===== src/rtl/ped_crossing_ctrl.sv =====
// ped_crossing_ctrl: pedestrian WALK/DONT_WALK sequencer slaved to the vehicle light controller
module ped_crossing_ctrl #(
  parameter int WALK_CYC  = 6,
  parameter int FLASH_CYC = 4,
  parameter int CNT_W     = 4,
  parameter int SRV_W     = 8
) (
  input  logic             clk,
  input  logic             rst_n,
  input  logic             ped_btn,
  input  logic             veh_red,
  input  logic             veh_yellow,
  input  logic             veh_green,
  output logic             walk,
  output logic             dont_walk,
  output logic             req_pending,
  output logic [CNT_W-1:0] remaining,
  output logic             abort_p,
  output logic             fault,
  output logic [SRV_W-1:0] served
);
  typedef enum logic [2:0] {IDLE, WAIT, WALK, FLASH, CLEAR, FAULT} state_t;
  localparam logic [CNT_W-1:0] WALK_INIT  = CNT_W'(WALK_CYC - 1);
  localparam logic [CNT_W-1:0] FLASH_INIT = CNT_W'(FLASH_CYC - 1);
  state_t           state, state_n;
  logic             walk_n, dont_walk_n, req_pending_n, abort_p_n, fault_n;
  logic [CNT_W-1:0] remaining_n;
  logic [SRV_W-1:0] served_n;
  logic             red_only, yellow_only, green_only, illegal;
  assign red_only    = veh_red & ~veh_yellow & ~veh_green;
  assign yellow_only = ~veh_red & veh_yellow & ~veh_green;
  assign green_only  = ~veh_red & ~veh_yellow & veh_green;
  assign illegal     = ~(red_only | yellow_only | green_only);
  // next state and next registered outputs; lamps default to the safe steady DONT_WALK
  always_comb begin
    state_n       = state;
    walk_n        = 1'b0;
    dont_walk_n   = 1'b1;
    req_pending_n = req_pending;
    remaining_n   = '0;
    abort_p_n     = 1'b0;
    fault_n       = fault;
    served_n      = served;
    if (state != FAULT && illegal) begin
      state_n       = FAULT;
      fault_n       = 1'b1;
      req_pending_n = 1'b0;
    end else begin
      case (state)
        IDLE: begin
          state_n       = ped_btn ? WAIT : IDLE;
          req_pending_n = ped_btn;
        end
        WAIT: if (red_only) begin
          state_n       = WALK;
          walk_n        = 1'b1;
          dont_walk_n   = 1'b0;
          remaining_n   = WALK_INIT;
          req_pending_n = 1'b0;
        end
        WALK: if (!red_only) begin
          state_n   = CLEAR;
          abort_p_n = 1'b1;
        end else if (remaining != '0) begin
          walk_n      = 1'b1;
          dont_walk_n = 1'b0;
          remaining_n = remaining - 1'b1;
        end else begin
          state_n     = FLASH;
          remaining_n = FLASH_INIT;
        end
        FLASH: begin
          req_pending_n = req_pending | ped_btn;
          if (!red_only) begin
            state_n   = CLEAR;
            abort_p_n = 1'b1;
          end else if (remaining != '0) begin
            dont_walk_n = ~dont_walk;
            remaining_n = remaining - 1'b1;
          end else begin
            state_n  = CLEAR;
            served_n = &served ? served : served + 1'b1;
          end
        end
        CLEAR: begin
          req_pending_n = req_pending | ped_btn;
          state_n       = (req_pending | ped_btn) ? WAIT : IDLE;
        end
        default: begin
          state_n     = FAULT;
          dont_walk_n = ~dont_walk;
        end
      endcase
    end
  end
  // state and output registers, async reset to the idle steady-DONT_WALK condition
  always_ff @(posedge clk or negedge rst_n) begin
    if (!rst_n) begin
      state       <= IDLE;
      walk        <= 1'b0;
      dont_walk   <= 1'b1;
      req_pending <= 1'b0;
      remaining   <= '0;
      abort_p     <= 1'b0;
      fault       <= 1'b0;
      served      <= '0;
    end else begin
      state       <= state_n;
      walk        <= walk_n;
      dont_walk   <= dont_walk_n;
      req_pending <= req_pending_n;
      remaining   <= remaining_n;
      abort_p     <= abort_p_n;
      fault       <= fault_n;
      served      <= served_n;
    end
  end
endmodule


===== config.mk =====
export PLATFORM = sky130hd
export DESIGN_NAME = ped_crossing_ctrl
export DESIGN_NICKNAME = d
export VERILOG_FILES = /design/src/rtl/ped_crossing_ctrl.sv
export SDC_FILE = /design/constraint.sdc
export NUM_CORES = 1
export LEC_CHECK = 0
export BUFFER_PORTS_ARGS = -buffer_cell sky130_fd_sc_hd__buf_2
export CAP_MARGIN = 25
export CORE_MARGIN = 5
export CORE_UTILIZATION = 53
export DETAILED_ROUTE_END_ITERATION = 12
export PLACE_DENSITY = 0.79
export SLEW_MARGIN = 15
export SYNTH_ARGS = -nofsm -noshare
export SYNTH_HDL_FRONTEND = slang
export SYNTH_SLANG_ARGS = --single-unit

===== constraint.sdc =====
create_clock -name clk -period 2.23 [get_ports clk]
set_clock_uncertainty 0.1 [all_clocks]
set_input_delay 0.446 -clock clk [delete_from_list [all_inputs] [get_ports clk]]
set_output_delay 0.446 -clock clk [all_outputs]
set_load 0.01 [all_outputs]

# Word level (Yosys, flattened, before mapping)

Cells that the tools add are included.

Memory bits (writable): 0
Output and inout bits: 17
Bits in read-only memories: 0
Memories: 0
Bits in latches: 0
Bits in registers: 20
Bits of input ports: 6

Mux-type cells: 33
Equality and inequality tests: 8
Magnitude comparators: 0
Reductions and logical operators: 11
Bitwise operators: 17
Divide/modulo/power cells: 0
Multiply operators: 0
Shift-type cells: 0
$add $sub $neg: 2

Operators by type and width:

| cell                | number |
|---|---|
| $mux 3              | 7 |
| $mux 4              | 5 |
| $mux 1              | 16 |
| $pmux 3 s5          | 1 |
| $pmux 4 s3          | 1 |
| $add 8x1->8 const B | 1 |
| $ne 4x4->1 const B  | 2 |
| $not 1->1           | 8 |
| $reduce_and 8->1    | 1 |
| $reduce_bool 4->1   | 2 |
| $and 1x1->1         | 6 |
| $eq 3x2->1 const B  | 2 |
| $ne 3x3->1 const B  | 2 |
| $reduce_or 2->1     | 3 |
| $reduce_and 5->1    | 1 |
| $pmux 1 s4          | 1 |
| $sub 4x1->4 const B | 1 |
| $eq 3x1->1 const B  | 1 |
| $eq 3x3->1 const B  | 1 |
| $logic_not 3->1     | 1 |
| $or 1x1->1          | 3 |
| $pmux 1 s3          | 1 |
| $reduce_and 3->1    | 1 |
| $pmux 1 s2          | 1 |
| 2 further kinds     | 2 |

# Logic depth before layout (Yosys ltp)

Gate-level depths: netlist of run 1.

Depth after elaboration: 9
Gate-level depth with buffers: 7

# Worst setup path after synthesis of run 1

OpenSTA, ideal clock, no wires.

Path kind: flip-flop to flip-flop
Start: register remaining[0]
End: register served[6]
Clock period less this slack: 1909 ps
Arrival: 1684 ps
Setup slack: 321 ps
Cell stages (with the launch flop): 7
Data required time: 2005 ps
Path through: dfrtp_1 -> inv_1 -> ha_1 -> nor3b_2 -> nand4_4 -> nor3_1 -> mux2_2

Cells in the longest elaborated chain, start to end: 3

Ends and longest elaborated chain:

| item                       | line | text |
|---|---|---|
| start: declaration         | 17   | `output logic [CNT_W-1:0] remaining,` |
| start signal: assignment   | 112  | `remaining <= remaining_n;` |
| $reduce_bool 4->1          | 77   | `end else if (remaining != '0) begin` |
| $not 1->1 (no line)        | --   |  |
| $reduce_and 5->1 (no line) | --   |  |
| end signal: assignment     | 115  | `served <= served_n;` |
| end: declaration           | 20   | `output logic [SRV_W-1:0] served` |

Every way passes these cells.
A chain may end at the register's enable or synchronous reset.

# Worst setup path in the final report of run 1

Ends and elaborated chain as after synthesis.

==> impl_results.md, run 1 <==
* Status: finished clean
* Die H at roughly 55 um
* Crit path max-delay family: simple AND/OR/NAND/NOR gates
* Max-slew headroom at 64.7%
* Ys async rst share at 100%
* Synth area leaders: dfrtp_1 (44%), xor2_1 (5.6%), a21oi_1 (3.7%)
* Final Setup Violations at 0
* Grt ovf at 0
* Total wire length at roughly 2.1 mm
* CP max stage cell: dfrtp_1
* CP endpoint kind: flop
* P_int at 0.478 mW
* Placed cell count at 157
* Switching fraction of total power at a little over a fifth
* Post-DP HPWL at 1.59 mm
* Commonest cells after routing, fill and taps aside: buf_2 (22), dfrtp_1 (19), nand2_1 (10), nor2_1 (10), a21oi_1 (8)
* Seq cells post-synth at 20
* Vias in the first global route at about 900
* Largest net degree at the start of global routing at 21
* Initial antenna violation count at 0
* Row cnt at 16
* First DRT Iteration DRCs at 10
* RSZ-0062 raised after global routing: no
* Slew Viols, Final at 0
* Critical path class: reg -> reg
* Total negative slack at 0 ns
* # diodes at 0
* Worst Path Max Fanout at 8
* Critical Path RT at around 2.3 ns
* Synth Instances at approximately 110
* CTS tree: yes
* Combinational Power Share at under 10%
* Crit path launch type: flop
* Min Clock Period, post-route at ~2.0 ns
* Yosys warns at 0
* H-tree levels at 1
* TritonCTS Buffers at 3
* Setup Fix Bufs, Post-CTS at 0
* Number of flops mapped to enable cells by yosys at 0
* Worst vdd ir at 359 uV
* Clock slew at reported path FFs at roughly 0.11 ns
* WP buf/inv at 1
* Routed wire per std cell at roughly 13 um
* Worst Max-Slew Pin Slew at approximately 0.53 ns
* Post-DRT Antenna Nets at 0
* Vias at ~890
* Post-route DRC at 0
* First-pass DRT Iterations at 4
* Layout fillers at between 150 and 200
* Nets at between 100 and 150
* Total placed instance area at 1230 um^2
* Starting density of the core at roughly 55%
* Commonest non-fill, non-tap cell in the layout: buf_2
* Cell accounting for the most synthesized area: dfrtp_1
* Clock group share of total power at around a third
* Area Growth Syn to Fin at 17.1%
* Top-area cell type share of the netlist area at 43.7%
* Clk buf depth at 2
* Layout cell share with drive strength beyond 1 at between 20% and 30%
* Class of the tightest hold or removal check: in -> reg
* Pwr dens at around 480 nW/um^2
* Synth Cell Area at roughly 1100 um^2
* Most used flip-flop cell after synthesis: dfrtp_1
* Crit-path cells: inv_1 -> ha_1 -> nor3b_2 -> nand4_4 -> nor3_1 -> mux2_2
* Clk root buf: clkbuf_4
* Finished Layout Cells at roughly 160
* Clk_lat worst skew at ~0.30 ns
* Crit path largest cell delay at between 0.4 and 0.5 ns
* Area of the die at 3060 um^2
* Global Route Usage Sum at approximately 15%
* Switching pwr at 0.129 mW
* # IOs at 23
* Worst hold slack at 0.324 ns
* Avg Inst Size Synth at approximately 9.8 um^2
* CTS Sinks at 20
* Count of final hold-check violations at 0
* Die W at ~55 um
* Part of the cycle the worst path needs at 91.3%
* Post-route cell area at around 1300 um^2
* Number of max-cap violations at 0
* Synth unique cells at 39
* Gpl congestion at 0.806
* Core area at ~2000 um^2
* Post-synthesis sequential area ratio at a little under half
* Fmax at 491 MHz
* Syn_nets at 119
* Static Leak at 0.626 nW
* Vias/cell at 5.49
* First-pass GRT wire length at between 3 and 4 mm
* Port Buffer Count at 22
* WP data arrival at roughly 2.1 ns
* Flop pwr share at around 60%
==> cells by family (layout without fill, tap and decap cells) <==
kind of cell	after synthesis	after routing	share of synthesized area (%)
mux	3	3	2.99
fa+ha+maj	2	2	2.30
xor+xnor	8	8	6.44
buf+inv	10	34	3.79
compound gates	24	24	13.4
simple gates	44	44	24.9
flops	20	20	46.1
==> state kept, by name, indices dropped and copies added (netlist names) <==
name and flops:
fault 1, served 8, req_pending 1, abort_p 1, dont_walk 1, state 3
walk 1, remaining 4
==> tightest hold or removal path, delay by kind of cell <==
kind	cells	cell delay [ns]
buffers and inverters	1	0.11
AOI/OAI and AO/OA	1	0.07
and+or+nand+nor	1	0.06
==> repair_timing <==
item,in CTS,in global routing
resized for setup,0,0
hold buffers,1,0
hold endpoints to repair,19,0
==> path summary, 6_finish.rpt <==
path	cells after the start	to	startpoint	slack (ns)
worst max register to register	6	served[6]	remaining[0]	0.19
max in group asynchronous	2	dont_walk	rst_n	1.19
worst max-delay path	6	served[6]	remaining[0]	0.19
worst min register to register	1	fault	fault	0.39
min in group asynchronous	2	served[5]	rst_n	0.50
worst min-delay path	3	req_pending	ped_btn	0.32
==> per-stage QoR <==
| stage | setup slack [ns] | utilization (%) | total power, mW |
|---|---|---|---|
| detailed placement | 0.200 | 62.6 | 0.406 |
| CTS | 0.185 | 65.0 | 0.614 |
| global route | 0.0722 | 65.0 | 0.628 |
| global placement | 0.286 | 62.6 | 0.405 |
| finish | 0.194 | 65.0 | 0.607 |
| floorplan | 0.321 | - | 0.386 |
==> Yosys cell counts, types with 2 or more instances <==
| library cell | instances |
|---|---|
| ha_1 | 2 |
| clkbuf_1 | 3 |
| nand3_1 | 4 |
| inv_1 | 4 |
| buf_2 | 2 |
| nor4_1 | 2 |
| mux2_2 | 2 |
| xor2_1 | 7 |
| nand2_1 | 10 |
| o21ai_0 | 6 |
| dfrtp_1 | 19 |
| nor3_1 | 4 |
| a21oi_1 | 8 |
| nor2_1 | 10 |
| o21a_1 | 2 |
| a31oi_1 | 3 |
==> cell type report <==
class,count,area [um^2],area share (%)
Clock buffer,4,36.3,2.85
Sequential cell,20,502,39.4
Timing Repair Buffer,26,143,11.2
Inverter,4,15.0,1.18
Multi-Input combinational cell,81,546,42.8
Tap cell,27,33.8,2.65
==> power by group through the flow <==
stage               logic (mW)  clock network (mW)  registers (mW)
finish                  0.0332               0.207           0.366
global route            0.0379               0.224           0.367
CTS                     0.0342               0.214           0.366
detailed placement      0.0328                   0           0.373
global placement        0.0320                   0           0.373
floorplan               0.0116                   0           0.374
==> layer usage <==
layer | GRT usage (%) | part of all wire (%) | vias up
li1 | - | - | 440
met1 | 17.5 | 45 | 426
met2 | 25.8 | 49 | 18
met3 | 3.03 | 4.6 | 5
met4 | 5.21 | 1.7 | 0
met5 | 0 | 0 | -
Note: power is estimated with default switching activity, not from simulation.
==> run 2: changes to the inputs <==
--- a/config.mk
+++ b/config.mk
@@ -8,9 +8,9 @@
 export BUFFER_PORTS_ARGS = -buffer_cell sky130_fd_sc_hd__buf_2
 export CAP_MARGIN = 25
 export CORE_MARGIN = 5
-export CORE_UTILIZATION = 53
+export CORE_UTILIZATION = 47
 export DETAILED_ROUTE_END_ITERATION = 12
-export PLACE_DENSITY = 0.79
+export PLACE_DENSITY = 0.74
 export SLEW_MARGIN = 15
 export SYNTH_ARGS = -nofsm -noshare
 export SYNTH_HDL_FRONTEND = slang
==> constraint.sdc (replaced) <==
create_clock -name clk -period 1.65 [get_ports clk]
set_clock_uncertainty 0.1 [all_clocks]
set_input_delay 0.33 -clock clk [delete_from_list [all_inputs] [get_ports clk]]
set_output_delay 0.33 -clock clk [all_outputs]
set_load 0.01 [all_outputs]
==> impl_results.md, run 2 (synthesis gave the netlist of run 1 again) <==
* Flop pwr share at 51.8% (was 60.4%)
* Layout cell share with drive strength beyond 1 at 50.9% (was 28.1%)
* Reg2reg start: remaining[1] (was remaining[0])
* CTS Sinks at 20 (unchanged)
* First-pass DRT Iterations at 5 (was 4)
* Worst Path Max Fanout at 8 (unchanged)
* Core area at 2210 um^2 (was 1960 um^2)
* Status: finished with violations (was finished clean)
* Metal3 WL at 165 um (was 96 um)
* Row cnt at 17 (was 16)
* WP data arrival at 1.95 ns (was 2.13 ns)
* Class of the tightest hold or removal check: in -> reg (unchanged)
* Failing checks: negative setup slack
* Number of max-cap violations at 0 (unchanged)
* DP Worst Slack at -0.217 ns (was 0.200 ns)
* Clock slew at reported path FFs at 0.12 ns (was 0.11 ns)
* Post-DP HPWL at 1.94 mm (was 1.59 mm)
* Crit path launch type: flop (unchanged)
* Area of the die at 3380 um^2 (was 3060 um^2)
* TritonCTS Buffers at 3 (unchanged)
* Pwr dens at 587 nW/um^2 (was 476 nW/um^2)
* Clk root buf: clkbuf_4 (unchanged)
* Starting density of the core at 49.2% (was 55.5%)
* Routed wire per std cell at 15.6 um (was 12.8 um)
* Largest Register: served (unchanged)
* Area Growth Syn to Fin at 49.7% (was 17.1%)
* Switching fraction of total power at 20.5% (was 21.2%)
* # IOs at 23 (unchanged)
* Post-route DRC at 0 (unchanged)
* Gpl congestion at 0.857 (was 0.806)
* Finished Layout Cells at 189 (was 162)
* # diodes at 0 (unchanged)
* Clk buf depth at 2 (unchanged)
* Seq. cell area at 502 um^2 (unchanged)
* Fmax at 553 MHz (was 491 MHz)
* Worst hold slack at 0.169 ns (was 0.324 ns)
* Port Buffer Count at 22 (unchanged)
* Layout fillers at 164 (was 172)
* Commonest cells after routing, fill and taps aside: buf_4 (24), buf_2 (22), dfrtp_1 (19) (was buf_2 (22), dfrtp_1 (19), nand2_1 (10), nor2_1 (10), a21oi_1 (8))
* Count of final hold-check violations at 0 (unchanged)
* Vias at 1053 (was 889)
* Clk_lat worst skew at 0.31 ns (was 0.30 ns)
* Initial antenna violation count at 0 (unchanged)
* Met2 WL post-DR at 1.55 mm (was 1.01 mm)
* Post-DRT Antenna Nets at 0 (unchanged)
* Nets at 170 (was 144)
* Biggest regs: served x8, remaining x4, state x3 (unchanged)
* H-tree levels at 1 (unchanged)
* Final Setup Violations at 10 (was 0)
* Critical Path RT at 1.79 ns (was 2.32 ns)
* Critical path class: reg -> reg (unchanged)
* First DRT Iteration DRCs at 45 (was 10)
* First-pass GRT wire length at 4.74 mm (was 3.74 mm)
* Commonest non-fill, non-tap cell in the layout: buf_4 (was buf_2)
* Global Route Usage Sum at 18.4% (was 14.7%)
* Die H at 58.1 um (was 55.3 um)
* Min Clock Period, post-route at 1.81 ns (was 2.04 ns)
* Worst Max-Slew Pin Slew at 0.452 ns (was 0.530 ns)
* Area of the multi-input gates at 668 um^2 (was 546 um^2)
* Hold path startpoint: ped_btn (unchanged)
* PnR worst setup slack at -0.159 ns (was 0.194 ns)
* Part of the cycle the worst path needs at 110% (was 91.3%)
* Uppermost layer routed: met4 (unchanged)
* Clock group share of total power at 42.8% (was 34.1%)
* Grt ovf at 0 (unchanged)
* Switching pwr at 0.196 mW (was 0.129 mW)
* Worst vdd ir at 434 uV (was 359 uV)
* Static Leak at 0.796 nW (was 0.626 nW)
* RSZ-0062 raised after global routing: yes (was no)
* P_int at 0.761 mW (was 0.478 mW)
* Largest net degree at the start of global routing at 21 (unchanged)
* Slew Viols, Final at 0 (unchanged)
* CTS tree: yes (unchanged)
* Vias/cell at 5.57 (was 5.49)
* Placed cell count at 176 (was 157)
* Largest register FFs at 8 (unchanged)
* Vias in the first global route at 1025 (was 897)
* Total wire length at 2.95 mm (was 2.08 mm)
* Max-slew headroom at 69.8% (was 64.7%)
* Worst setup path startpoint: remaining[1] (was remaining[0])
* Die W at 58.1 um (was 55.3 um)
* CP endpoint kind: flop (unchanged)
* Combinational Power Share at 5.4% (was 5.5%)
* Met1 WL at 1.19 mm (was 936 um)
run 2: cell types whose count changed in the layout (fill, tap and decap cells not counted), sizes merged:
cell    previous run  this run
clkbuf             4         3
buf               25        51
bufinv             0         1
run 2: power groups by stage:
stage	sequential (mW)	combinational (mW)	clock, mW
floorplan	0.506	0.0161	0
global placement	0.504	0.0473	0
detailed placement	0.504	0.0487	0
CTS	0.495	0.0512	0.414
global route	0.496	0.0585	0.442
finish	0.495	0.0519	0.409
run 2: worst paths after layout:
kind	end	slack, ns	cells after the start
max in group asynchronous	dont_walk	0.73	2
max	served[4]	-0.16	7
min in group asynchronous	served[0]	0.38	2
min	req_pending	0.17	3
min reg2reg	fault	0.40	1
max reg2reg	served[4]	-0.16	7
run 2: area by class of cell:
cell class,count,share of cell area [%]
well taps,28,2.15
inverters,4,0.922
clock buffers,3,1.38
flip-flops and latches,20,30.8
multi-input cells,81,41.0
repair buffers,52,21.9
clock inverters,1,1.84
run 2: metrics by stage:
step           TNS, ns  power, mW  instance area [um^2]  util [%]
6_report        -0.889      0.956                  1630      73.6
5_1_grt          -1.87      0.997                  1630      73.6
4_1_cts         -0.771      0.961                  1550      69.9
3_5_place_dp    -0.794      0.553                  1390      63.0
3_3_place_gp    -0.463      0.552                  1390      63.0
2_1_floorplan   -0.839      0.522                  1130         -
run 2: what timing repair did:
action                     in CTS  in global routing
pin swaps                       4                  9
resized for setup               9                 15
hold endpoints to repair       19                  0
hold buffers                    1                  0
setup buffers                   6                  2
setup endpoints to repair      10                 17
run 2: per-layer routing:
layer	vias up	track usage [%]
li1	492	-
met4	0	7.28
met5	-	0
met1	512	21.4
met2	43	33.2
met3	6	3.12
run 2: worst max-delay path: stages (launching register included):
cell and delay [ns]:
dfrtp_1 0.41, inv_2 0.07, ha_4 0.13, nor3b_4 0.22
nand4_4 0.20, buf_6 0.19, nor4b_4 0.25, xor2_1 0.17
==> run 3: changes to the inputs <==
==> constraint.sdc (replaced) <==
create_clock -name clk -period 1.5 [get_ports clk]
set_clock_uncertainty 0.1 [all_clocks]
set_input_delay 0.3 -clock clk [delete_from_list [all_inputs] [get_ports clk]]
set_output_delay 0.3 -clock clk [all_outputs]
set_load 0.01 [all_outputs]
==> impl_results.md, run 3 (synthesis gave the netlist of run 1 again) <==
* Grt ovf at 0 (unchanged)
* First-pass GRT wire length at 4.46 mm (was 4.74 mm)
* Global Route Usage Sum at 17.3% (was 18.4%)
* Failing checks: negative setup slack (unchanged)
* Gpl congestion at 0.872 (was 0.857)
* Reg2reg end: dont_walk (was served[4])
* Critical path class: reg -> reg (unchanged)
* Commonest cells after routing, fill and taps aside: buf_4 (26), buf_2 (21), dfrtp_1 (18) (was buf_4 (24), buf_2 (22), dfrtp_1 (19))
* Worst vdd ir at 503 uV (was 434 uV)
* Static Leak at 0.791 nW (was 0.796 nW)
* Final Setup Violations at 15 (was 10)
* Crit path largest cell delay at 0.48 ns (was 0.41 ns)
* # IOs at 23 (unchanged)
* Largest Register: served (unchanged)
* Area of the die at 3380 um^2 (unchanged)
* Starting density of the core at 49.2% (unchanged)
* Routed wire per std cell at 14.9 um (was 15.6 um)
* Worst Max-Slew Pin Slew at 0.461 ns (was 0.452 ns)
* Critical Path RT at 1.62 ns (was 1.79 ns)
* Count of final hold-check violations at 0 (unchanged)
* Clock slew at reported path FFs at 0.11 ns (was 0.12 ns)
* Grt met3 use at 3.34% (was 3.12%)
* Worst Reg-to-Reg Cells at 8 (was 7)
* Crit path capture: dont_walk (was served[4])
* Post-route DRC at 0 (unchanged)
* Clk root buf: clkbuf_4 (unchanged)
* CP max stage cell: or4_1 (was dfrtp_1)
* Hold path startpoint: ped_btn (unchanged)
* Pwr dens at 535 nW/um^2 (was 587 nW/um^2)
* Crit path launch type: flop (unchanged)
* Finished Layout Cells at 190 (was 189)
* TritonCTS Buffers at 3 (unchanged)
* Layout cell share with drive strength beyond 1 at 51.9% (was 50.9%)
* Vias/cell at 5.52 (was 5.57)
* Post-DRT Antenna Nets at 0 (unchanged)
* Port Buffer Count at 22 (unchanged)
* PnR worst setup slack at -0.319 ns (was -0.159 ns)
* Clk buf depth at 2 (unchanged)
* Largest register FFs at 8 (unchanged)
* Placed cell count at 180 (was 176)
* First-pass DRT Iterations at 4 (was 5)
* Post-DP HPWL at 1.93 mm (was 1.94 mm)
* Switching pwr at 0.199 mW (was 0.196 mW)
* Vias in the first global route at 1061 (was 1025)
* Largest net degree at the start of global routing at 21 (unchanged)
* Initial antenna violation count at 0 (unchanged)
* WP depth at 8 (was 7)
* Combinational Power Share at 6.6% (was 5.4%)
* Reg2reg start: remaining[0] (was remaining[1])
* Worst setup path startpoint: remaining[0] (was remaining[1])
* Status: finished with violations (unchanged)
* Util after Layout at 73.5% (was 73.6%)
* WP data arrival at 1.94 ns (was 1.95 ns)
* P_int at 0.670 mW (was 0.761 mW)
* Global-route met2 utilization at 30.8% (was 33.2%)
* CTS tree: yes (unchanged)
* Clk_lat worst skew at 0.30 ns (was 0.31 ns)
* Overall Power at 0.869 mW (was 0.956 mW)
* Switching fraction of total power at 22.9% (was 20.5%)
* Min Clock Period, post-route at 1.82 ns (was 1.81 ns)
* Fmax at 550 MHz (was 553 MHz)
* Slew Viols, Final at 0 (unchanged)
* Die W at 58.1 um (unchanged)
* CP endpoint kind: flop (unchanged)
* Die H at 58.1 um (unchanged)
* Flop pwr share at 62.6% (was 51.8%)
* RSZ-0062 raised after global routing: yes (unchanged)
* H-tree levels at 1 (unchanged)
* Biggest regs: served x8, remaining x4, state x3 (unchanged)
* Nets at 171 (was 170)
* Met1 Track Usage GR at 19.5% (was 21.4%)
* Vias at 1049 (was 1053)
* WP buf/inv at 3 (was 2)
* CTS Sinks at 20 (unchanged)
* Area Growth Syn to Fin at 49.3% (was 49.7%)
* Row cnt at 17 (unchanged)
* Top Usage Layer GRT: met2 (unchanged)
* Max-slew headroom at 69.2% (was 69.8%)
* Commonest non-fill, non-tap cell in the layout: buf_4 (unchanged)
* Clock group share of total power at 30.7% (was 42.8%)
* Worst Path Max Fanout at 3 (was 8)
* # diodes at 0 (unchanged)
* Core area at 2210 um^2 (unchanged)
* Crit-path cells: inv_2 -> ha_4 -> nor3b_4 -> buf_4 -> buf_6 -> a21oi_2 -> nor2_1 -> or4_1 (was inv_2 -> ha_4 -> nor3b_4 -> nand4_4 -> buf_6 -> nor4b_4 -> xor2_1)
* Crit path max-delay family: simple AND/OR/NAND/NOR gates (unchanged)
* R2R Setup Slk at -0.32 ns (was -0.16 ns)
* Total wire length at 2.82 mm (was 2.95 mm)
* First DRT Iteration DRCs at 37 (was 45)
* Part of the cycle the worst path needs at 121% (was 110%)
* Number of max-cap violations at 0 (unchanged)
* Class of the tightest hold or removal check: in -> reg (unchanged)
-- run 3: worst min-delay path by stage --
stage	endpoint	depth (start not counted)
6_report	req_pending	3
5_1_grt	req_pending	3
4_1_cts	req_pending	3
3_5_place_dp	served[0]	1
3_3_place_gp	served[0]	1
2_1_floorplan	abort_p	0
-- run 3: per-layer routing --
metal | up-vias | share of wire (%)
met5 | - | 0
met3 | 7 | 4.6
li1 | 501 | -
met1 | 505 | 42
met4 | 0 | 2.3
met2 | 36 | 51
-- run 3: final cells by class --
type,instances,area [um^2]
flip-flops and latches,20,503
fillers,171,587
multi-input cells,81,679
clock buffers,4,26.3
inverters,4,15.0
repair buffers,53,367
well taps,28,35.0
-- run 3: metrics by stage --
| step | worst slack [ns] | TNS [ns] | hold slack, ns | area (um^2) |
|---|---|---|---|---|
| after floorplan | -0.338 | -2.97 | -0.0956 | 1130 |
| after global placement | -0.241 | -1.94 | 0.172 | 1430 |
| after detailed placement | -0.276 | -2.56 | 0.178 | 1430 |
| after CTS | -0.295 | -2.75 | 0.148 | 1530 |
| after global routing | -0.392 | -4.10 | 0.163 | 1630 |
| final | -0.319 | -2.77 | 0.156 | 1630 |
-- run 3: power by group through the flow --
stage	Sequential [mW]	Combinational (mW)	Clock [mW]
finish	0.544	0.0577	0.267
global route	0.546	0.0646	0.308
CTS	0.545	0.0563	0.281
detailed placement	0.555	0.0543	0
global placement	0.555	0.0516	0
floorplan	0.557	0.0177	0
-- run 3: repair_timing --
item                       in CTS  in global routing
pin swaps                       4                 10
buffers inserted                2                  3
hold endpoints to repair       19                  0
setup endpoints to repair      16                 18
gates resized for setup         9                 17
hold buffers                    1                  0
-- run 3: worst register-to-register path: cells and delay by family (launching register included) --
family | cells | cell delay, ns
fa+ha+maj | 1 | 0.16
compound gates | 1 | 0.11
buf+inv | 3 | 0.29
simple gates | 3 | 0.69
flops | 1 | 0.39
